`src/rtl/cmd_req_sequencer_if.sv`:
```
// Command port between the request sequencer (master) and the
// system-side command slave of the clock-domain-crossing stage.
`timescale 1ns/1ps
interface intf_cmd #(
    parameter int ADDR_BITS = 24,
    parameter int DATA_BITS = 32
) ();
    logic                 sel;
    logic                 rd_wr_n;
    logic [ADDR_BITS-1:0] byte_addr;
    logic [DATA_BITS-1:0] wdata;
    logic                 ack;
    logic [DATA_BITS-1:0] rdata;

    modport master (
        output sel, rd_wr_n, byte_addr, wdata,
        input  ack, rdata
    );

    modport slave (
        input  sel, rd_wr_n, byte_addr, wdata,
        output ack, rdata
    );
endinterface

```
`src/rtl/cmd_req_sequencer.sv`:
```
// Single-outstanding command sequencer: request stream in, one intf_cmd command out,
// ack/timeout/flush handling, one response per request. Stats gated by CMD_REQ_SEQUENCER_STATS_EN.
`timescale 1ns/1ps
module cmd_req_sequencer #(
    parameter int ADDR_BITS      = 24,
    parameter int DATA_BITS      = 32,
    parameter int TIMEOUT_CYCLES = 1024,
    parameter int FLUSH_CYCLES   = 256
) (
    input  logic                 i_sys_clk,
    input  logic                 i_sys_arst,
    // Streams transfer on a clock edge where valid and ready are both high;
    // valid and its payload stay stable until then, ready never depends on valid.
    input  logic                 i_req_valid,
    output logic                 o_req_ready,
    input  logic                 i_req_rd_wr_n,
    input  logic [ADDR_BITS-1:0] i_req_addr,
    input  logic [DATA_BITS-1:0] i_req_wdata,
    output logic                 o_rsp_valid,
    input  logic                 i_rsp_ready,
    output logic [DATA_BITS-1:0] o_rsp_rdata,
    output logic                 o_rsp_timeout,
    output logic                 o_rsp_misalign,
    intf_cmd.master              cmd,
    output logic [31:0]          o_stat_txn_cnt,
    output logic [15:0]          o_stat_timeout_cnt,
    output logic [15:0]          o_stat_late_ack_cnt,
    output logic [2:0]           o_dbg_state
);
    localparam int WAIT_W  = $clog2(TIMEOUT_CYCLES + 1);
    localparam int FLUSH_W = $clog2(FLUSH_CYCLES + 1);

    typedef enum logic [2:0] {
        IDLE     = 3'd0,
        ISSUE    = 3'd1,
        WAIT_ACK = 3'd2,
        FLUSH    = 3'd3,
        RESP     = 3'd4
    } state_t;

    state_t               state_q, state_d;
    logic                 alive_q;
    logic                 rd_wr_n_q, rd_wr_n_d;
    logic [ADDR_BITS-1:0] addr_q, addr_d;
    logic [DATA_BITS-1:0] wdata_q, wdata_d;
    logic [WAIT_W-1:0]    wait_cnt_q, wait_cnt_d;
    logic [FLUSH_W-1:0]   flush_cnt_q, flush_cnt_d;
    logic                 rsp_valid_q, rsp_valid_d;
    logic [DATA_BITS-1:0] rsp_rdata_q, rsp_rdata_d;
    logic                 rsp_timeout_q, rsp_timeout_d;
    logic                 rsp_misalign_q, rsp_misalign_d;

    always_ff @(posedge i_sys_clk or posedge i_sys_arst) begin
        if (i_sys_arst) begin
            state_q        <= IDLE;
            alive_q        <= 1'b0;
            rd_wr_n_q      <= 1'b0;
            addr_q         <= '0;
            wdata_q        <= '0;
            wait_cnt_q     <= '0;
            flush_cnt_q    <= '0;
            rsp_valid_q    <= 1'b0;
            rsp_rdata_q    <= '0;
            rsp_timeout_q  <= 1'b0;
            rsp_misalign_q <= 1'b0;
        end else begin
            state_q        <= state_d;
            alive_q        <= 1'b1;
            rd_wr_n_q      <= rd_wr_n_d;
            addr_q         <= addr_d;
            wdata_q        <= wdata_d;
            wait_cnt_q     <= wait_cnt_d;
            flush_cnt_q    <= flush_cnt_d;
            rsp_valid_q    <= rsp_valid_d;
            rsp_rdata_q    <= rsp_rdata_d;
            rsp_timeout_q  <= rsp_timeout_d;
            rsp_misalign_q <= rsp_misalign_d;
        end
    end

    always_comb begin
        state_d        = state_q;
        rd_wr_n_d      = rd_wr_n_q;
        addr_d         = addr_q;
        wdata_d        = wdata_q;
        wait_cnt_d     = wait_cnt_q;
        flush_cnt_d    = flush_cnt_q;
        rsp_valid_d    = rsp_valid_q;
        rsp_rdata_d    = rsp_rdata_q;
        rsp_timeout_d  = rsp_timeout_q;
        rsp_misalign_d = rsp_misalign_q;
        case (state_q)
            IDLE: begin
                if (alive_q && i_req_valid) begin
                    rd_wr_n_d = i_req_rd_wr_n;
                    addr_d    = i_req_addr;
                    wdata_d   = i_req_wdata;
                    if (i_req_addr[1:0] != 2'b00) begin
                        state_d        = RESP;
                        rsp_valid_d    = 1'b1;
                        rsp_rdata_d    = '0;
                        rsp_timeout_d  = 1'b0;
                        rsp_misalign_d = 1'b1;
                    end else begin
                        state_d = ISSUE;
                    end
                end
            end
            // An ack arriving in the same cycle as sel is already a valid completion.
            ISSUE, WAIT_ACK: begin
                if (cmd.ack) begin
                    state_d        = RESP;
                    wait_cnt_d     = '0;
                    rsp_valid_d    = 1'b1;
                    rsp_rdata_d    = rd_wr_n_q ? cmd.rdata : '0;
                    rsp_timeout_d  = 1'b0;
                    rsp_misalign_d = 1'b0;
                end else if (state_q == ISSUE) begin
                    state_d    = WAIT_ACK;
                    wait_cnt_d = '0;
                end else if (wait_cnt_q == WAIT_W'(TIMEOUT_CYCLES - 1)) begin
                    state_d     = FLUSH;
                    wait_cnt_d  = '0;
                    flush_cnt_d = '0;
                end else begin
                    wait_cnt_d = wait_cnt_q + 1'b1;
                end
            end
            FLUSH: begin
                if (flush_cnt_q == FLUSH_W'(FLUSH_CYCLES - 1)) begin
                    state_d        = RESP;
                    flush_cnt_d    = '0;
                    rsp_valid_d    = 1'b1;
                    rsp_rdata_d    = '0;
                    rsp_timeout_d  = 1'b1;
                    rsp_misalign_d = 1'b0;
                end else begin
                    flush_cnt_d = flush_cnt_q + 1'b1;
                end
            end
            RESP: begin
                if (i_rsp_ready) begin
                    state_d        = IDLE;
                    rsp_valid_d    = 1'b0;
                    rsp_rdata_d    = '0;
                    rsp_timeout_d  = 1'b0;
                    rsp_misalign_d = 1'b0;
                end
            end
            default: state_d = IDLE;
        endcase
    end

    // Command fields are zero whenever no command is on the bus.
    assign cmd.sel       = (state_q == ISSUE);
    assign cmd.rd_wr_n   = cmd.sel & rd_wr_n_q;
    assign cmd.byte_addr = cmd.sel ? addr_q : '0;
    assign cmd.wdata     = cmd.sel ? wdata_q : '0;

    assign o_req_ready    = alive_q && (state_q == IDLE);
    assign o_rsp_valid    = rsp_valid_q;
    assign o_rsp_rdata    = rsp_rdata_q;
    assign o_rsp_timeout  = rsp_timeout_q;
    assign o_rsp_misalign = rsp_misalign_q;
    assign o_dbg_state    = state_q;

`ifdef CMD_REQ_SEQUENCER_STATS_EN
    logic stat_issue, stat_to_flush, stat_late_ack;
    assign stat_issue    = (state_q == ISSUE);
    assign stat_to_flush = (state_q == WAIT_ACK) && !cmd.ack &&
                           (wait_cnt_q == WAIT_W'(TIMEOUT_CYCLES - 1));
    assign stat_late_ack = cmd.ack &&
                           ((state_q == IDLE) || (state_q == FLUSH) || (state_q == RESP));

    // Saturating counters: they stick at all-ones rather than wrap.
    always_ff @(posedge i_sys_clk or posedge i_sys_arst) begin
        if (i_sys_arst) begin
            o_stat_txn_cnt      <= '0;
            o_stat_timeout_cnt  <= '0;
            o_stat_late_ack_cnt <= '0;
        end else begin
            if (stat_issue && (o_stat_txn_cnt != '1))
                o_stat_txn_cnt <= o_stat_txn_cnt + 1'b1;
            if (stat_to_flush && (o_stat_timeout_cnt != '1))
                o_stat_timeout_cnt <= o_stat_timeout_cnt + 1'b1;
            if (stat_late_ack && (o_stat_late_ack_cnt != '1))
                o_stat_late_ack_cnt <= o_stat_late_ack_cnt + 1'b1;
        end
    end
`else
    assign o_stat_txn_cnt      = '0;
    assign o_stat_timeout_cnt  = '0;
    assign o_stat_late_ack_cnt = '0;
`endif
endmodule

```
`src/flat_wrapper.sv`:
```
// flat-port wrapper written by rule: the top's interface ports become plain ports
module cmd_req_sequencer_flat 
#(
    parameter int ADDR_BITS      = 24,
    parameter int DATA_BITS      = 32,
    parameter int TIMEOUT_CYCLES = 1024,
    parameter int FLUSH_CYCLES   = 256
)
  (i_sys_clk, i_sys_arst, i_req_valid, o_req_ready, i_req_rd_wr_n, i_req_addr, i_req_wdata, o_rsp_valid, i_rsp_ready, o_rsp_rdata, o_rsp_timeout, o_rsp_misalign, o_stat_txn_cnt, o_stat_timeout_cnt, o_stat_late_ack_cnt, o_dbg_state, cmd_sel, cmd_rd_wr_n, cmd_byte_addr, cmd_wdata, cmd_ack, cmd_rdata);
  intf_cmd #(.ADDR_BITS(ADDR_BITS), .DATA_BITS(DATA_BITS)) cmd_i ();
  input  logic i_sys_clk;
  input  logic i_sys_arst;
  input  logic i_req_valid;
  output logic o_req_ready;
  input  logic i_req_rd_wr_n;
  input  logic [ADDR_BITS-1:0] i_req_addr;
  input  logic [DATA_BITS-1:0] i_req_wdata;
  output logic o_rsp_valid;
  input  logic i_rsp_ready;
  output logic [DATA_BITS-1:0] o_rsp_rdata;
  output logic o_rsp_timeout;
  output logic o_rsp_misalign;
  output logic [31:0] o_stat_txn_cnt;
  output logic [15:0] o_stat_timeout_cnt;
  output logic [15:0] o_stat_late_ack_cnt;
  output logic [2:0] o_dbg_state;
  output wire logic [$bits(cmd_i.sel)-1:0] cmd_sel;
  output wire logic [$bits(cmd_i.rd_wr_n)-1:0] cmd_rd_wr_n;
  output wire logic [$bits(cmd_i.byte_addr)-1:0] cmd_byte_addr;
  output wire logic [$bits(cmd_i.wdata)-1:0] cmd_wdata;
  input wire logic [$bits(cmd_i.ack)-1:0] cmd_ack;
  input wire logic [$bits(cmd_i.rdata)-1:0] cmd_rdata;
  assign cmd_sel = cmd_i.sel;
  assign cmd_rd_wr_n = cmd_i.rd_wr_n;
  assign cmd_byte_addr = cmd_i.byte_addr;
  assign cmd_wdata = cmd_i.wdata;
  assign cmd_i.ack = cmd_ack;
  assign cmd_i.rdata = cmd_rdata;
  cmd_req_sequencer #(.ADDR_BITS(ADDR_BITS), .DATA_BITS(DATA_BITS), .TIMEOUT_CYCLES(TIMEOUT_CYCLES), .FLUSH_CYCLES(FLUSH_CYCLES)) u_core (.i_sys_clk(i_sys_clk), .i_sys_arst(i_sys_arst), .i_req_valid(i_req_valid), .o_req_ready(o_req_ready), .i_req_rd_wr_n(i_req_rd_wr_n), .i_req_addr(i_req_addr), .i_req_wdata(i_req_wdata), .o_rsp_valid(o_rsp_valid), .i_rsp_ready(i_rsp_ready), .o_rsp_rdata(o_rsp_rdata), .o_rsp_timeout(o_rsp_timeout), .o_rsp_misalign(o_rsp_misalign), .cmd(cmd_i), .o_stat_txn_cnt(o_stat_txn_cnt), .o_stat_timeout_cnt(o_stat_timeout_cnt), .o_stat_late_ack_cnt(o_stat_late_ack_cnt), .o_dbg_state(o_dbg_state));
endmodule
```
`config.mk`:
```
export PLATFORM = sky130hd
export DESIGN_NAME = cmd_req_sequencer_flat
export DESIGN_NICKNAME = d
export VERILOG_FILES = /design/src/rtl/cmd_req_sequencer_if.sv /design/src/rtl/cmd_req_sequencer.sv /design/src/flat_wrapper.sv
export SDC_FILE = /design/constraint.sdc
export NUM_CORES = 1
export LEC_CHECK = 0
export BUFFER_PORTS_ARGS = -buffer_cell sky130_fd_sc_hd__buf_2
export CAP_MARGIN = 20
export CELL_PAD_IN_SITES_DETAIL_PLACEMENT = 1
export CELL_PAD_IN_SITES_GLOBAL_PLACEMENT = 1
export CORE_MARGIN = 4
export CORE_UTILIZATION = 38
export CTS_CLUSTER_SIZE = 20
export DETAILED_ROUTE_END_ITERATION = 10
export GPL_ROUTABILITY_DRIVEN = 1
export GPL_TIMING_DRIVEN = 0
export PLACE_DENSITY_LB_ADDON = 0.1
export SLEW_MARGIN = 25
export SYNTH_ARGS = -nofsm -noshare
export SYNTH_HDL_FRONTEND = slang
export SYNTH_SLANG_ARGS = --single-unit
```
`constraint.sdc`:
```
create_clock -name i_sys_clk -period 10.5 [get_ports i_sys_clk]
set_input_delay 1.05 -clock i_sys_clk [delete_from_list [all_inputs] [get_ports i_sys_clk]]
set_output_delay 1.05 -clock i_sys_clk [all_outputs]
set_load 0.02 [all_outputs]
```
# --- Word-level counts from Yosys, hierarchy flattened ---
# Index checks and enable logic that the tools add are counted.
classes:
  addsub: 2
  eq_ne: 15
  mux: 37
  bitwise_logic: 1
  n_reduce_logical: 11
ops:
  columns: ["cell", "count"]
  rows:
  - ["two-way mux 32 bit", 7]
  - ["one-hot mux 32 bit (4 select lines)", 1]
  - ["two-way mux 9 bit", 4]
  - ["two-way mux 11 bit", 3]
  - ["two-way mux 24 bit", 1]
  - ["two-way mux 3 bit", 7]
  - ["one-hot mux 9 bit (2 select lines)", 1]
  - ["one-hot mux 1 bit (4 select lines)", 3]
  - ["one-hot mux 3 bit (4 select lines)", 1]
  - ["adder 11 x 1 -> 11 bit, second input constant", 1]
  - ["equality test 11 x 10 -> 1 bit, second input constant", 1]
  - ["adder 9 x 1 -> 9 bit, second input constant", 1]
  - ["equality test 9 x 8 -> 1 bit, second input constant", 1]
  - ["two-way mux 1 bit", 9]
  - ["!= test 2 x 1 -> 1 bit, second input constant", 4]
  - ["!= test 2 bit, second input constant", 4]
  - ["AND reduction 4 bit", 2]
  - ["equality test 3 x 2 -> 1 bit, second input constant", 2]
  - ["AND reduction 6 bit", 1]
  - ["!= test 4 x 2 -> 1 bit, second input constant", 1]
  - ["nonzero test 2 bit", 2]
  - ["nonzero test 4 bit", 1]
  - ["equality test 3 x 1 -> 1 bit, second input constant", 1]
  - ["equality test 3 bit, second input constant", 1]
  - ["5 further kinds", 6]
word_totals:
  ff_bits: 116
  input_bits: 94
  output_inout_bits: 161
  wordCells: 77

# --- Logic depth before layout (Yosys ltp) ---
# Gate-level depths: netlist of run 1.
depth:
  ltp_word: 5
  ltp_mapped: 7
  ltp_nobuf: 5

# --- Worst setup path after synthesis of run 1 ---
# OpenSTA, ideal clock, no wires.
synth_timing:
  kind: "reg2out"
  startpoint: "register u_core.state_q[0], in the netlist u_core.o_dbg_state[0]"
  endpoint: "output cmd_byte_addr[0]"
  t_arrival_ps: 1812
  t_required_ps: 9450
  slack_ps: 7638
  path_stages_with_launch: 7
  path_buffers: 3
  cell_sequence: "dfrtp_1 > buf_2 > inv_1 > nor3_1 > clkbuf_1 > clkbuf_1 > and2_1"
synth_via:
  elab_chain_cells: 2
synth_rtl:
  columns: ["element", "line_no", "text"]
  rows:
  - ["from (decl)", "cmd_req_sequencer.sv:41", "state_t state_q, state_d;"]
  - ["from (signal assigned)", "cmd_req_sequencer.sv:67", "state_q <= state_d;"]
  - ["equality test 3 x 1 -> 1 bit", "cmd_req_sequencer.sv:155", "assign cmd.sel = (state_q == ISSUE);"]
  - ["two-way mux 24 bit", "cmd_req_sequencer.sv:157", "assign cmd.byte_addr = cmd.sel ? addr_q : '0;"]
  - ["to (decl)", "flat_wrapper.sv:29", "output wire logic [$bits(cmd_i.byte_addr)-1:0] cmd_byte_addr;"]
# Every way passes these cells.

# --- Worst setup path after layout of run 1 ---
layout_timing:
  startpoint: "register u_core.state_q[0], in the netlist u_core.o_dbg_state[0]"
  endpoint: "output cmd_byte_addr[10]"
# The elaborated chain is that of the path after synthesis.

==> results.toml, run 1 <==
[route]
met1_length_mm = 5.801
post_drt_via_cell_ratio = 4.765
drc = 0
wl_per_cell_um = 16.92
initialDrtViolationCount = 186
vias = 4560
routed-wl-met2_mm = 8.494
wl_mm = 16.19
drtAntennaViolNets = 0
route.met3.wl_mm = 1.358
dr.pass1.iters = 4
highest_layer = "met5"

[die]
die_area_mm2 = 0.01676
ios = 255
fp.dieH_um = 129.5
core_mm2 = 0.01448
core.rowCount = 44
start_util = 0.3871
die_width_um = 129.5

[timing]
slew_violations = 0
clock.fmax_mhz = 251.2
worst_pin_slew_ns = 0.6554
slew_headroom = 0.5573
rsz0062_at_grt = "false"
finClkSkew_ns = 0.007561
finalSetupViolations = 0
fin_crit_sh = 0.3791
fin_tns_setup_ns = 0
finalHoldViolCount = 0
fin_crit_ns = 3.981

[cts]
ctsHtreeMaxLevel = 4
post_cts_buffers = 0
clock_path_buffers = 2
cts_num_sinks = 116
insertion_delay_ns = 0.41
post_cts_resized = 0
cts_tree = "built"
path_clk_slew_ns = 0.05
numCtsBuffers = 17
postCtsHoldBufs = 0
root_buffer = "clkbuf_16"

[placed_design]
io_buffer_count = 190
place_area_mm2 = 0.007056
dpl.hpwl_mm = 12.37
gp_routability_congestion = 0.7964

[yosys]
yosysSeqAreaShare = 0.5179
synth_edf_count = 0
synth_top_flop_cell = "dfrtp_1"
ys_async_sr_fraction = 1.000
syn_area_mm2 = 0.005605
synthTopCellsByArea = "dfrtp_1, mux2_2, buf_4"
syn-instance-count = 489
synth_area_per_cell_um2 = 11.46
yosysTopAreaCell = "dfrtp_1"
yosysWarningCount = 0
yosys.cell_types.count = 46
yosysTopAreaCellShare = 0.5179
ys_seq_elements = 116

[critical_path]
worstReg2RegEnd = "u_core.o_rsp_rdata[3]$_DFFE_PP0P_"
critPathLaunchType = "flip-flop"
cp_slowest_cell = "nor3_1"
setup.worst_path.end_class = "output pin"
r2r_slack_ns = 8.33
r2r_cells = 6
worstPathArrival_ns = 2.93
crit_type = "flip-flop to output pin"
worstPathMaxFanout = 10
r2r-start = "u_core.o_dbg_state[0]$_DFFE_PP0P_"
crit_required_ns = 9.45
slowest_delay_ns = 0.55
crit_chain = "buf_2 > inv_1 > nor3_1 > clkbuf_1 > clkbuf_1 > and2_1 > buf_2"

[layout]
mostFrequentLayoutCell = "buf_2"
final_cell_mix = "buf_2, dfrtp_1, buf_4, conb_1"
syn2layout_area_growth_pct = 35.58
nets = 858
fin_area_mm2 = 0.007600
drive_above_1_share = 0.4617

[grt]
antenna_found_initial = 2
grt_overflow = 0
grt_pass1_vias = 4979
grt_max_degree = 73
grt_pass1_wl_mm = 25.62
grt.total_usage = 0.1964

[hold_path]
hold_end = "u_core.wdata_q[19]$_DFFE_PP0P_"
hp-class = "flip-flop to flip-flop"
worstHoldStart = "u_core.wdata_q[19]$_DFFE_PP0P_"
hold_depth = 1

[pwr]
power.density_mw_per_mm2 = 230.4
ir_drop_uv = 130.6
power_leakage_nw = 4.073

[flow_run]
max_cap_violations = 0

[outcome]
outcome = "completed"
sequential cells by signal (all words and copies together), names as in the netlist:
register / cells
u_core.o_rsp_timeout: 1
u_core.rd_wr_n_q: 1
u_core.o_rsp_misalign: 1
u_core.wdata_q: 32
u_core.flush_cnt_q: 9
u_core.alive_q: 1
u_core.wait_cnt_q: 11
u_core.o_dbg_state: 3
u_core.o_rsp_rdata: 32
u_core.addr_q: 24
u_core.o_rsp_valid: 1
stage by stage:
stage                     setup slack, ns  hold WS, ns  cells  total power, mW    util
after floorplan                     6.378       0.4506    552            1.053       -
after global placement              4.969       0.4700    926            1.194  0.4851
after detailed placement            6.949       0.4771    927            1.228  0.4873
after CTS                           6.459       0.4968    955            1.772  0.5245
after global routing                6.214       0.5040    955            1.862  0.5245
final                               6.519       0.4916    957            1.751  0.5249
logic make-up (layout without fill, tap and decap cells):
logic type	count (synthesis)	in the layout	synth area share
AND/OR/NAND/NOR	120	120	0.1257
XOR/XNOR	4	4	0.006249
buffers and inverters	96	315	0.1105
other	2	67	0.001340
adder cells (fa/ha/maj)	2	2	0.004464
multiplexers	58	58	0.1165
AO/OA/AOI/OAI	91	91	0.1174
flip-flops	116	116	0.5179
how the worst max path moves through the flow:
stage	from	endpoint	slack (ns)	cells past startpoint
3_3_place_gp	i_sys_arst	u_core.wdata_q[11]$_DFFE_PP0P_	4.97	2
3_5_place_dp	u_core.o_dbg_state[0]$_DFFE_PP0P_	cmd_byte_addr[10]	6.95	7
4_1_cts	u_core.o_dbg_state[0]$_DFFE_PP0P_	cmd_byte_addr[10]	6.46	7
6_report	u_core.o_dbg_state[0]$_DFFE_PP0P_	cmd_byte_addr[10]	6.52	7
2_1_floorplan	i_sys_arst	u_core.addr_q[0]$_DFFE_PP0P_	6.38	1
5_1_grt	u_core.o_dbg_state[0]$_DFFE_PP0P_	cmd_byte_addr[10]	6.21	7
critical path: cells and delay by family, from the launching register on:
family	cells	cell delay [ns]
flip-flops	1	0.49
AND/OR/NAND/NOR	2	0.76
buffers and inverters	5	1.28
cell type report:
type / instances / area [um2]
Sequential cell: 116 / 2903
Clock buffer: 22 / 484.2
Buffer: 92 / 604.3
Timing Repair Buffer: 191 / 978.4
Tap cell: 184 / 230.2
Multi-Input combinational cell: 340 / 2320
Antenna cell: 2 / 5.005
Clock inverter: 6 / 55.05
Fill cell: 1698 / 6879
Inverter: 4 / 20.02
layer usage:
| metal | GRT usage | up-vias |
|---|---|---|
| met2 | 0.3351 | 164 |
| li1 | - | 2126 |
| met1 | 0.2163 | 2227 |
| met5 | 0 | - |
| met4 | 0.09291 | 4 |
| met3 | 0.07502 | 39 |
report_power, final:
| part | internal [mW] | switching [mW] |
|---|---|---|
| registers | 0.599 | 0.0885 |
| clock network | 0.342 | 0.190 |
| logic | 0.242 | 0.290 |
Yosys cell counts, types with 4 or more instances:
| library cell | n |
|---|---|
| nand2b_1 | 4 |
| a21oi_1 | 13 |
| buf_2 | 12 |
| a31oi_1 | 6 |
| clkbuf_1 | 15 |
| a22o_1 | 34 |
| xor2_1 | 4 |
| and2_1 | 58 |
| nand3_1 | 10 |
| mux2_2 | 58 |
| o21ai_0 | 17 |
| inv_1 | 4 |
| nand2_1 | 18 |
| buf_4 | 65 |
| nor2_1 | 8 |
| dfrtp_1 | 116 |
| nor3_1 | 4 |
Power figures use the tool's default switching activity.
==> inputs of run 2 (changes only) <==
--- a/config.mk
+++ b/config.mk
@@ -10,7 +10,7 @@
 export CELL_PAD_IN_SITES_DETAIL_PLACEMENT = 1
 export CELL_PAD_IN_SITES_GLOBAL_PLACEMENT = 1
 export CORE_MARGIN = 4
-export CORE_UTILIZATION = 38
+export CORE_UTILIZATION = 32
 export CTS_CLUSTER_SIZE = 20
 export DETAILED_ROUTE_END_ITERATION = 10
 export GPL_ROUTABILITY_DRIVEN = 1
==> constraint.sdc (replaced) <==
create_clock -name i_sys_clk -period 3.2 [get_ports i_sys_clk]
set_input_delay 0.32 -clock i_sys_clk [delete_from_list [all_inputs] [get_ports i_sys_clk]]
set_output_delay 0.32 -clock i_sys_clk [all_outputs]
set_load 0.02 [all_outputs]
==> results.toml, run 2 (synthesis gave the netlist of run 1 again) <==
[pwr]
power.density_mw_per_mm2 = 766.2
ir_drop_uv = 402.6
report.power.total_mw = 5.962
power_leakage_nw = 4.125

[cts]
numCtsBuffers = 17
cts_num_sinks = 116
root_buffer = "clkbuf_16"
cts_tree = "built"
insertion_delay_ns = 0.41
path_clk_slew_ns = 0.05
ctsHtreeMaxLevel = 4
post_cts_buffers = 0
clock_path_buffers = 2

[layout]
finalNonFillerCells = 1005
mostFrequentLayoutCell = "buf_2"
syn2layout_area_growth_pct = 38.82
num-fill-cells = 1951
final_cell_mix = "buf_2, dfrtp_1, buf_4, conb_1"
drive_above_1_share = 0.4660
nets = 862

[timing]
fin_tns_setup_ns = 0
fin_crit_sh = 0.9175
clock.fmax_mhz = 340.6
slew_violations = 0
fin_crit_ns = 2.936
worst_pin_slew_ns = 0.6627
finalHoldViolCount = 0
slew_headroom = 0.5582
rsz0062_at_grt = "false"
finalSetupViolations = 0
finClkSkew_ns = 0.007964

[die]
die_area_mm2 = 0.01970
core_mm2 = 0.01724
core.rowCount = 48
fp.dieH_um = 140.4
start_util = 0.3252
ios = 255
die_width_um = 140.4

[grt]
grt_pass1_vias = 5007
grt_overflow = 0
grt_max_degree = 29
grt.total_usage = 0.1686
antenna_found_initial = 2
grt_pass1_wl_mm = 26.52

[outcome]
outcome = "completed"

[placed_design]
dpl.hpwl_mm = 13.13
dp_cells = 971
io_buffer_count = 190
gp_routability_congestion = 0.7764

[critical_path]
crit_type = "flip-flop to output pin"
r2r-start = "u_core.o_dbg_state[1]$_DFFE_PP0P_"
worstReg2RegEnd = "u_core.o_rsp_rdata[13]$_DFFE_PP0P_"
crit_required_ns = 2.88
setup.worst_path.end_class = "output pin"
critPathLaunchType = "flip-flop"
crit_chain = "buf_2 > inv_1 > nor3_2 > clkbuf_1 > clkbuf_1 > and2_1 > buf_2"
r2r_slack_ns = 1.00
r2r_cells = 7
worstPathMaxFanout = 10
slowest_delay_ns = 0.43
worst-path-buf-inv = 5
worstPathArrival_ns = 2.62
cp_slowest_cell = "dfrtp_1"
path_delay_family = "buffers and inverters"

[flow_run]
max_cap_violations = 0

[hold_path]
hp-class = "primary input to flip-flop"
hold_depth = 2
worstHoldStart = "cmd_rdata[28]"
hold_end = "u_core.o_rsp_rdata[28]$_DFFE_PP0P_"

[route]
dr.pass1.iters = 5
drc = 0
post_drt_via_cell_ratio = 4.541
drtAntennaViolNets = 0
wl_per_cell_um = 16.71
wl_mm = 16.79
vias = 4564
initialDrtViolationCount = 236
==> run 2: changes by cell type in the layout (fill, tap and decap cells not counted), sizes merged <==
cell / delta
buf: +3
bufinv: +2
clkbuf: +1
clkinvlp: +2
diode: -1
dlygate4sd3: +1
inv: -1
==> run 2: layout make-up <==
cell class | count | area, um2 | share of cell area
Timing Repair Buffer | 195 | 1041 | 0.1338
Sequential cell | 116 | 2903 | 0.3730
Antenna cell | 1 | 2.502 | 0.0003216
Inverter | 4 | 18.77 | 0.002412
Clock buffer | 23 | 478.0 | 0.06142
Multi-Input combinational cell | 340 | 2325 | 0.2988
Tap cell | 225 | 281.5 | 0.03618
Clock inverter | 9 | 126.4 | 0.01624
Buffer | 92 | 605.6 | 0.07783
==> run 2: worst reg2reg max path, stage by stage (launching register included) <==
cell and delay (ns):
dfrtp_1 0.35, buf_4 0.17, buf_2 0.23, nand3b_1 0.24, a21o_1 0.29, o21ai_1 0.35
buf_2 0.34, a22o_1 0.18
==> run 2: report_power, final <==
group | internal, mW | switching, mW
sequential | 1.97 | 0.287
combinational | 0.802 | 0.970
clock | 1.28 | 0.656
==> run 2: worst max path at each step <==
| stage | slack (ns) | to | cells after the start | from |
|---|---|---|---|---|
| after floorplan | 1.07 | cmd_byte_addr[0] | 6 | u_core.o_dbg_state[0]$_DFFE_PP0P_ |
| after global placement | 0.29 | cmd_byte_addr[2] | 7 | u_core.o_dbg_state[0]$_DFFE_PP0P_ |
| after detailed placement | 0.33 | cmd_wdata[29] | 7 | u_core.o_dbg_state[0]$_DFFE_PP0P_ |
| after CTS | 0.07 | cmd_wdata[29] | 7 | u_core.o_dbg_state[0]$_DFFE_PP0P_ |
| after global routing | 0.02 | cmd_byte_addr[8] | 7 | u_core.o_dbg_state[0]$_DFFE_PP0P_ |
| final | 0.26 | cmd_byte_addr[5] | 7 | u_core.o_dbg_state[0]$_DFFE_PP0P_ |
==> run 2: repair_timing <==
item	CTS	global route
hold endpoints to repair	18	0
endpoints found under the setup margin	10	10
hold buffers	1	0
resized for setup	1	2
==> run 2: per-stage QoR <==
| step | instance area, um2 | setup WS [ns] | hold WS (ns) | util |
|---|---|---|---|---|
| after floorplan | 5846 | 1.068 | 0.4286 | - |
| after global placement | 7078 | 0.2920 | 0.4625 | 0.4106 |
| after detailed placement | 7158 | 0.3255 | 0.3811 | 0.4153 |
| after CTS | 7777 | 0.06842 | 0.1150 | 0.4512 |
| after global routing | 7781 | 0.02332 | 0.1138 | 0.4514 |
| final | 7781 | 0.2640 | 0.1338 | 0.4514 |
==> run 2: routing by layer <==
layer,GRT usage,wire length [um],vias up
met4,0.05150,248,2
li1,-,-,2143
met5,0,7,-
met2,0.2858,8523,156
met3,0.06862,1481,24
met1,0.1955,6531,2239
==> inputs of run 3 (changes only) <==
--- a/config.mk
+++ b/config.mk
@@ -5,17 +5,16 @@
 export SDC_FILE = /design/constraint.sdc
 export NUM_CORES = 1
 export LEC_CHECK = 0
+export ABC_AREA = 0
 export BUFFER_PORTS_ARGS = -buffer_cell sky130_fd_sc_hd__buf_2
 export CAP_MARGIN = 20
-export CELL_PAD_IN_SITES_DETAIL_PLACEMENT = 1
-export CELL_PAD_IN_SITES_GLOBAL_PLACEMENT = 1
 export CORE_MARGIN = 4
-export CORE_UTILIZATION = 32
+export CORE_UTILIZATION = 43
 export CTS_CLUSTER_SIZE = 20
 export DETAILED_ROUTE_END_ITERATION = 10
 export GPL_ROUTABILITY_DRIVEN = 1
 export GPL_TIMING_DRIVEN = 0
-export PLACE_DENSITY_LB_ADDON = 0.1
+export PLACE_DENSITY = 0.77
 export SLEW_MARGIN = 25
 export SYNTH_ARGS = -nofsm -noshare
 export SYNTH_HDL_FRONTEND = slang
==> results.toml, run 3 (synthesis gave the netlist of run 1 again) <==
[critical_path]
crit_required_ns = 2.88
crit_chain = "buf_2 > inv_1 > nor3_2 > clkbuf_1 > clkbuf_1 > and2_1 > buf_2"
path_delay_family = "buffers and inverters"
worstPathArrival_ns = 2.65
crit_type = "flip-flop to output pin"
slowest_delay_ns = 0.43
cp_slowest_cell = "dfrtp_1"
worst-path-buf-inv = 5
setup.worst_path.end_class = "output pin"
r2r-start = "u_core.o_dbg_state[1]$_DFFE_PP0P_"
startpoint = "u_core.o_dbg_state[0]$_DFFE_PP0P_"
worstPathMaxFanout = 10
critPathLaunchType = "flip-flop"

[placed_design]
gp_routability_congestion = 0.8234
dp_cells = 918
dpl.hpwl_mm = 11.02
io_buffer_count = 190
dp_slack_ns = 0.3612
place_area_mm2 = 0.007107

[pwr]
power_leakage_nw = 4.121
report.power.total_mw = 5.975
ir_drop_uv = 457.2
power.density_mw_per_mm2 = 771.8

[cts]
numCtsBuffers = 17
clock_path_buffers = 2
cts_tree = "built"
ctsHtreeMaxLevel = 4
path_clk_slew_ns = 0.06
cts_num_sinks = 116
root_buffer = "clkbuf_16"
insertion_delay_ns = 0.41

[route]
wl_mm = 14.38
dr.pass1.iters = 5
drc = 0
wl_per_cell_um = 15.12
post_drt_via_cell_ratio = 4.753
drtAntennaViolNets = 0
initialDrtViolationCount = 170
vias = 4520

[grt]
grt.total_usage = 0.1970
gr-max-usage-layer = "met2"
grt_pass1_vias = 4547
grt_pass1_wl_mm = 22.83
grt_overflow = 0
grt_use_met3 = 0.05896
grtUsageMet1 = 0.2360
antenna_found_initial = 0
grt_use_met2 = 0.3308
grt_max_degree = 34

[timing]
fin_crit_sh = 0.9280
fin_tns_setup_ns = 0
finalSetupViolations = 0
rsz0062_at_grt = "true"
fin_crit_ns = 2.970
finalHoldViolCount = 0
setup_ws_ns = 0.2303
timing.hold.ws_ns = 0.1371
slew_violations = 0
finClkSkew_ns = 0.01087
clock.fmax_mhz = 336.7
slew_headroom = 0.4706
worst_pin_slew_ns = 0.7888

[hold_path]
worstHoldStart = "cmd_rdata[18]"
hp-class = "primary input to flip-flop"

[outcome]
outcome = "completed"

[die]
core.rowCount = 41
fp.dieH_um = 122.2
core_mm2 = 0.01267
die_area_mm2 = 0.01493
ios = 255
die_width_um = 122.2
start_util = 0.4424

[layout]
final_cell_mix = "buf_2, dfrtp_1, buf_4, conb_1"
mostFrequentLayoutCell = "buf_2"
nets = 862
final_core_util = 0.6109
drive_above_1_share = 0.4660
fin_area_mm2 = 0.007741
finalNonFillerCells = 951
num_antenna_cells = 0
syn2layout_area_growth_pct = 38.10

[flow_run]
max_cap_violations = 0
## run 3: repair_timing
action / CTS / global route
setup buffers: 0 / 0
hold endpoints to repair: 11 / 0
pin swaps: 0 / 0
hold buffers: 1 / 0
endpoints found under the setup margin: 11 / 10
gates resized for setup: 1 / 2
## run 3: path summary, 6_finish.rpt
kind | end | slack [ns] | cells past startpoint
max in group asynchronous | u_core.wait_cnt_q[3]$_DFFE_PP0P_ | 1.92 | 6
min in group asynchronous | u_core.o_rsp_rdata[17]$_DFFE_PP0P_ | 0.46 | 3
hold / removal | u_core.o_rsp_rdata[18]$_DFFE_PP0P_ | 0.14 | 2
setup / recovery | cmd_byte_addr[5] | 0.23 | 7
setup reg to reg | u_core.o_rsp_timeout$_DFFE_PP0P_ | 0.85 | 7
hold reg to reg | u_core.o_rsp_misalign$_DFFE_PP0P_ | 0.49 | 1
## run 3: power breakdown
| group | internal, mW | switching (mW) | total, mW |
|---|---|---|---|
| logic | 0.803 | 0.947 | 1.75 |
| registers | 1.96 | 0.279 | 2.24 |
| clock network | 1.30 | 0.677 | 1.98 |
| total | 4.07 | 1.90 | 5.97 |
## run 3: metal layers
metal / part of all wire / wire [um] / up-vias
li1: - / - / 2140
met1: 0.39 / 5592 / 2156
met2: 0.50 / 7146 / 196
met3: 0.089 / 1277 / 28
met4: 0.025 / 366 / 0
met5: 0 / 0 / -
## run 3: layout make-up
| cell class | instances | area (um2) |
|---|---|---|
| clock buffers | 20 | 436.7 |
| multi-input cells | 340 | 2325 |
| flip-flops and latches | 116 | 2903 |
| clock inverters | 12 | 181.4 |
| fillers | 1051 | 4930 |
| plain buffers | 92 | 605.6 |
| repair buffers | 195 | 1056 |
| well taps | 172 | 215.2 |
| inverters | 4 | 18.77 |
